File: src/rtl/dec_arb_pkg.sv
// Shared types and defaults for the decoder-select arbiter.
// Imported by rr_pick4 and dec_sel_arbiter.
package dec_arb_pkg;

  localparam int NUM_REQ = 4;
  localparam int IDX_W   = 2;

  localparam int DEF_MIN_DWELL = 4;
  localparam int DEF_GUARD_CYC = 1;
  localparam int DEF_MAX_HOLD  = 64;

  typedef enum logic [1:0] {
    IDLE  = 2'd0,
    GRANT = 2'd1,
    HOLD  = 2'd2,
    GUARD = 2'd3
  } arbState_e;

endpackage

File: src/rtl/rr_pick4.sv
// Combinational 4-way round-robin picker: first set req
// searching ptr+1, ptr+2, ptr+3, ptr (mod 4).
module rr_pick4
  import dec_arb_pkg::*;
(
  input  logic [NUM_REQ-1:0] req,
  input  logic [IDX_W-1:0]   ptr,
  output logic               any,
  output logic [IDX_W-1:0]   idx
);

  logic [IDX_W-1:0] cand;
  logic             found;

  always_comb begin
    any   = |req;
    idx   = ptr;
    cand  = ptr;
    found = 1'b0;
    for (int k = 1; k <= NUM_REQ; k++) begin
      cand = ptr + IDX_W'(k);
      if (!found && req[cand]) begin
        idx   = cand;
        found = 1'b1;
      end
    end
  end

endmodule

File: src/rtl/dec_sel_arbiter.sv
// Round-robin owner of a 2-to-4 decoder: min dwell, guard gap.
// Optional forced release after MAX_HOLD under ARB_TIMEOUT_EN.
module dec_sel_arbiter
  import dec_arb_pkg::*;
#(
  parameter int MIN_DWELL = DEF_MIN_DWELL,
  parameter int GUARD_CYC = DEF_GUARD_CYC,
  parameter int MAX_HOLD  = DEF_MAX_HOLD
)(
  input  logic               clk,
  input  logic               rst,
  input  logic [NUM_REQ-1:0] req,
  input  logic [NUM_REQ-1:0] rel,
  output logic [NUM_REQ-1:0] gnt,
  output logic               sel_b,
  output logic               sel_a,
  output logic               sel_vld,
  output logic               busy,
  output logic               timeout
);

  if (MIN_DWELL < 1 || MIN_DWELL > 255 ||
      GUARD_CYC < 1 || GUARD_CYC > 15 ||
      MAX_HOLD <= MIN_DWELL || MAX_HOLD > 255) begin : gBadCfg
    $fatal(1, "dec_sel_arbiter: parameter out of range");
  end

  localparam logic [7:0] DWELL_END = 8'(MIN_DWELL);
  localparam logic [3:0] GUARD_END = 4'(GUARD_CYC);

  arbState_e        state;
  logic [IDX_W-1:0] owner;
  logic [IDX_W-1:0] ptr;
  logic [IDX_W-1:0] pickIdx;
  logic             pickAny;
  logic             ownerRel;
  logic             guardDone;
  logic             startGrant;
  logic [7:0]       holdCnt;
  logic [3:0]       guardCnt;

  rr_pick4 uPick (
    .req (req),
    .ptr (ptr),
    .any (pickAny),
    .idx (pickIdx)
  );

  assign ownerRel   = rel[owner];
  assign guardDone  = (state == GUARD) && (guardCnt == GUARD_END);
  assign startGrant = pickAny && ((state == IDLE) || guardDone);

`ifdef ARB_TIMEOUT_EN
  // holdCnt lags the grant cycle number by one once in HOLD
  localparam logic [7:0] HOLD_LAST = 8'(MAX_HOLD - 1);
  logic holdExpired;
  logic timeoutQ;
  assign holdExpired = holdCnt == HOLD_LAST;
  assign timeout     = timeoutQ;
`else
  assign timeout = 1'b0;
`endif

  always_ff @(posedge clk or posedge rst) begin
    if (rst) begin
      state    <= IDLE;
      gnt      <= '0;
      owner    <= '0;
      sel_vld  <= 1'b0;
      ptr      <= 2'd3;
      holdCnt  <= '0;
      guardCnt <= '0;
`ifdef ARB_TIMEOUT_EN
      timeoutQ <= 1'b0;
`endif
    end else begin
`ifdef ARB_TIMEOUT_EN
      timeoutQ <= 1'b0;
`endif
      if (startGrant) begin
        state    <= GRANT;
        gnt      <= 4'b0001 << pickIdx;
        owner    <= pickIdx;
        sel_vld  <= 1'b1;
        ptr      <= pickIdx;
        holdCnt  <= 8'd1;
        guardCnt <= '0;
      end else begin
        unique case (state)
          IDLE: begin
          end
          GRANT: begin
            if (holdCnt == DWELL_END) begin
              state <= HOLD;
            end else begin
              holdCnt <= holdCnt + 8'd1;
            end
          end
          HOLD: begin
            if (ownerRel) begin
              state    <= GUARD;
              gnt      <= '0;
              sel_vld  <= 1'b0;
              guardCnt <= 4'd1;
`ifdef ARB_TIMEOUT_EN
            end else if (holdExpired) begin
              state    <= GUARD;
              gnt      <= '0;
              sel_vld  <= 1'b0;
              guardCnt <= 4'd1;
              timeoutQ <= 1'b1;
            end else begin
              holdCnt <= holdCnt + 8'd1;
`endif
            end
          end
          GUARD: begin
            if (guardDone) begin
              state <= IDLE;
            end else begin
              guardCnt <= guardCnt + 4'd1;
            end
          end
        endcase
      end
    end
  end

  assign sel_b = owner[1];
  assign sel_a = owner[0];
  assign busy  = state != IDLE;

endmodule

File: config.mk
export PLATFORM = sky130hd
export DESIGN_NAME = dec_sel_arbiter
export DESIGN_NICKNAME = d
export VERILOG_FILES = /design/src/rtl/dec_arb_pkg.sv /design/src/rtl/rr_pick4.sv /design/src/rtl/dec_sel_arbiter.sv
export SDC_FILE = /design/constraint.sdc
export NUM_CORES = 1
export LEC_CHECK = 0
export ABC_AREA = 1
export CORE_ASPECT_RATIO = 1.5
export CORE_MARGIN = 2
export CORE_UTILIZATION = 60
export DETAILED_ROUTE_END_ITERATION = 8
export HOLD_SLACK_MARGIN = 0.08
export MAX_ROUTING_LAYER = met4
export PLACE_DENSITY = 0.95
export SETUP_SLACK_MARGIN = 0.5
export SLEW_MARGIN = 25
export SYNTH_ARGS = -nofsm -noshare
export SYNTH_HDL_FRONTEND = slang
export SYNTH_SLANG_ARGS = --single-unit
File: constraint.sdc
create_clock -name clk -period 3.2 [get_ports clk]
set_input_delay 0.64 -clock clk [delete_from_list [all_inputs] [get_ports clk]]
set_output_delay 0.64 -clock clk [all_outputs]
set_load 0.02 [all_outputs]
==> metrics <==
outcome=complete, no violations; critical path startpoint category=flip-flop; number of nets in the synthesized netlist=236; kind of critical path=reg -> out; worst path arrival time=1.74 ns; total area of sequential cells=578.1 µm²; number of endpoints with negative hold slack in the final report=0; CTS HTree Levels=1; n_diodes=0; drc violations=0; top cells by area, synth=sky130_fd_sc_hd__dfrtp_1 33%, sky130_fd_sc_hd__nand2_1 14%, sky130_fd_sc_hd__ha_1 7.0%; endpoint kind of the worst setup timing path=output pin; overall die area=0.003111 mm²; GRT Resource Usage Total=24.92%; layout cell share with drive strength beyond 1=12.82%; CTS root buf=sky130_fd_sc_hd__clkbuf_8; biggest fanout along the worst timing path=5; number of buffers inserted by port buffering=17; mean instance size in the synthesized netlist=7.392 µm²; Final Wtd Congestion=0.8173; HPWL after detailed placement=2549 µm; aggregate negative setup slack=0 ns; nets=254; global-route wire length before repair=5568 µm; P_leak=0.0009132 µW; total congestion overflow after global routing=0; Detailed Routing Iterations Pass 1=4; highest clock rate=420.3 MHz; fin crit period=2.379 ns; Setup Buffers After CTS=0; Clock Pin Slew Worst Setup and Hold Paths=0.08 ns; cell mode on critical path=sky130_fd_sc_hd__inv_1; CTS Buf Count=3; Routed WL=3291 µm; post-detailed-route via-to-cell ratio=5.351; Min-Delay Path Class=reg -> reg; TritonCTS clock tree=yes; portion of total power attributed to the clock network=9.8%; Top-Level Pins=19; Skew-Pair Late Insertion Delay=0.27 ns; slowest cell delay on critical path=0.62 ns; Slew Viols, Final=0; P per Cell Area=1002 mW/mm²; area taken by multi-input logic gates=859.6 µm²; placement row count=23; filler instances=220; actual transition at the worst max-transition pin=0.8719 ns; number of global-route vias before repair=1,358; sum of buffers and inverters on the critical path=3; post-cts gate resize count=0; final worst clock skew=0.007236 ns; part of the power in registers=27.6%; top cell type's share of synthesized area=32.76%; cell family with the largest share of critical-path delay=buffers and inverters; cell type with the highest aggregate area in the netlist=sky130_fd_sc_hd__dfrtp_1; power after layout=1834 µW; highest-delay cell along the critical path=sky130_fd_sc_hd__clkdlybuf4s50_1; peak ir drop on the vdd network=542.3 µV; Data required, critical path=2.56 ns; Worst Hold Slack=0.4918 ns; Core ar.=0.002619 mm²; worst slack at placement=0.8592 ns; MaxCap Viol Count=0; CTS Sinks=23; Clock Tree Buf Depth=2; total via count after detailed routing=1,450; worst setup slack after layout=0.8205 ns; sequential fraction of the synthesis area=36.04%; Final period util=74.36%; combinational fraction of design power=62.6%; drt wl/cell=12.14 µm; number of antenna violations at the first check in global routing=0; switching power share of the total=51.64%; Initial DRC Count=30; endpoints failing setup=0; unrepaired setup endpoints after global routing=no; worst slew margin relative to its limit=41.81%; Post-Synthesis Cell Area=0.001604 mm²; Die Y=67.33 µm; internal power=886.8 µW; number of nets with antenna violations after detailed routing=0; cell count after synthesis=217; Area Growth Syn to Fin=14.04%; number of distinct library cells after synthesis=29; number of storage elements in the synthesis netlist=23; starting density of the core=61.25%; pin count of the biggest net entering global routing=24; x dimension of the die=46.22 µm; critical-path cell list=inv_1, ha_1, inv_1, clkdlybuf4s50_1; Hold Buf Count CTS=0; number of warnings printed during yosys synthesis=0; net switching power=946.9 µW
-- metal layers --
| metal | part of all wire [%] | up-vias | global-route usage (%) |
|---|---|---|---|
| li1 | - | 731 | - |
| met1 | 40 | 669 | 27.24 |
| met2 | 54 | 37 | 45.14 |
| met3 | 3.5 | 13 | 2.406 |
| met4 | 2.3 | 0 | 8.571 |
| met5 | 0 | - | - |
-- synthesized netlist by cell type --
cell type	instances
sky130_fd_sc_hd__buf_6	2
sky130_fd_sc_hd__nor2_1	9
sky130_fd_sc_hd__nor2_2	3
sky130_fd_sc_hd__nand4_1	8
sky130_fd_sc_hd__a21oi_4	1
sky130_fd_sc_hd__o21ai_1	4
sky130_fd_sc_hd__clkinv_1	1
sky130_fd_sc_hd__dfrtp_1	21
sky130_fd_sc_hd__inv_2	3
sky130_fd_sc_hd__a21oi_1	10
sky130_fd_sc_hd__dfstp_2	2
sky130_fd_sc_hd__conb_1	1
sky130_fd_sc_hd__inv_6	1
sky130_fd_sc_hd__o21ai_0	12
sky130_fd_sc_hd__inv_1	28
sky130_fd_sc_hd__buf_4	2
sky130_fd_sc_hd__o22ai_1	1
sky130_fd_sc_hd__nand3_2	3
sky130_fd_sc_hd__nor3_4	1
sky130_fd_sc_hd__nand2_2	9
sky130_fd_sc_hd__nand3_1	18
sky130_fd_sc_hd__nand2_1	61
sky130_fd_sc_hd__nand4_4	1
sky130_fd_sc_hd__xor2_1	2
sky130_fd_sc_hd__o21ai_2	1
sky130_fd_sc_hd__ha_1	9
sky130_fd_sc_hd__o21a_1	1
sky130_fd_sc_hd__nor3_1	1
sky130_fd_sc_hd__or2_2	1
-- flip-flops by register name (all words and copies together), names as in the netlist --
name / cells
gnt: 4
ptr: 2
state: 2
owner: 2
guardCnt: 4
holdCnt: 8
sel_vld: 1
-- kinds of logic after synthesis --
family                     share of synthesized area (%)
other                                             0.2338
buffers and inverters                              10.37
DFF                                                36.04
adders and majority gates                          7.020
and+or+nand+nor                                    34.71
xor gates and xnor gates                           1.092
AOI/OAI and AO/OA                                  10.53
-- path summary, 6_finish.rpt --
kind / from / endpoint / slack, ns / depth (start not counted)
worst max-delay path: state[1]$_DFFE_PP0P_ / busy / 0.82 / 4
worst min-delay path: gnt[2]$_DFFE_PP0P_ / gnt[2]$_DFFE_PP0P_ / 0.49 / 2
worst max register to register: state[1]$_DFFE_PP0P_ / guardCnt[1]$_DFFE_PP0P_ / 1.20 / 8
worst min register to register: gnt[2]$_DFFE_PP0P_ / gnt[2]$_DFFE_PP0P_ / 0.49 / 2
max in group asynchronous: rst / state[0]$_DFFE_PP0P_ / 1.81 / 2
min in group asynchronous: rst / gnt[1]$_DFFE_PP0P_ / 0.85 / 2
-- tightest hold or removal path: stages (launching register included) --
cell and delay [ns]:
sky130_fd_sc_hd__dfrtp_1 0.35, sky130_fd_sc_hd__nand2_1 0.05, sky130_fd_sc_hd__nand2_1 0.06
-- per-stage QoR --
stage | cells | utilization, % | cell area, µm²
floorplan | 217 | - | 1604
global placement | 267 | 68.08 | 1783
detailed placement | 267 | 68.08 | 1783
CTS | 271 | 69.85 | 1829
global route | 271 | 69.85 | 1829
finish | 271 | 69.85 | 1829
-- placed cells by master (no fill, tap or decap) --
master                             n
sky130_fd_sc_hd__a21oi_1          10
sky130_fd_sc_hd__a21oi_4           1
sky130_fd_sc_hd__clkbuf_8          3
sky130_fd_sc_hd__clkdlybuf4s50_1  17
sky130_fd_sc_hd__clkinv_1          1
sky130_fd_sc_hd__clkinv_2          1
sky130_fd_sc_hd__conb_1            1
sky130_fd_sc_hd__dfrtp_1          21
sky130_fd_sc_hd__dfstp_2           2
sky130_fd_sc_hd__ha_1              9
sky130_fd_sc_hd__inv_1            28
sky130_fd_sc_hd__inv_2             3
sky130_fd_sc_hd__inv_6             1
sky130_fd_sc_hd__nand2_1          61
sky130_fd_sc_hd__nand2_2           9
sky130_fd_sc_hd__nand3_1          18
sky130_fd_sc_hd__nand3_2           3
sky130_fd_sc_hd__nand4_1           8
sky130_fd_sc_hd__nand4_4           1
sky130_fd_sc_hd__nor2_1            9
sky130_fd_sc_hd__nor2_2            3
sky130_fd_sc_hd__nor3_1            1
sky130_fd_sc_hd__nor3_4            1
sky130_fd_sc_hd__o21a_1            1
sky130_fd_sc_hd__o21ai_0          12
sky130_fd_sc_hd__o21ai_1           4
sky130_fd_sc_hd__o21ai_2           1
sky130_fd_sc_hd__o22ai_1           1
sky130_fd_sc_hd__or2_2             1
sky130_fd_sc_hd__xor2_1            2
-- power by group through the flow --
stage | Clock (µW) | Sequential, µW | Combinational (µW)
finish | 179 | 506 | 1150
global route | 188 | 517 | 1290
CTS | 179 | 504 | 1150
detailed placement | 0 | 510 | 1140
global placement | 0 | 504 | 1100
floorplan | 0 | 514 | 877
-- final cells by class --
class                           count  share of cell area (%)
Clock buffer                        3                   2.257
Clock inverter                      1                  0.2736
Inverter                           33                   7.045
Multi-Input combinational cell    157                   46.99
Sequential cell                    23                   31.60
Tap cell                           37                   2.531
Timing Repair Buffer               17                   9.302
Note: power is estimated with default switching activity, not from simulation.
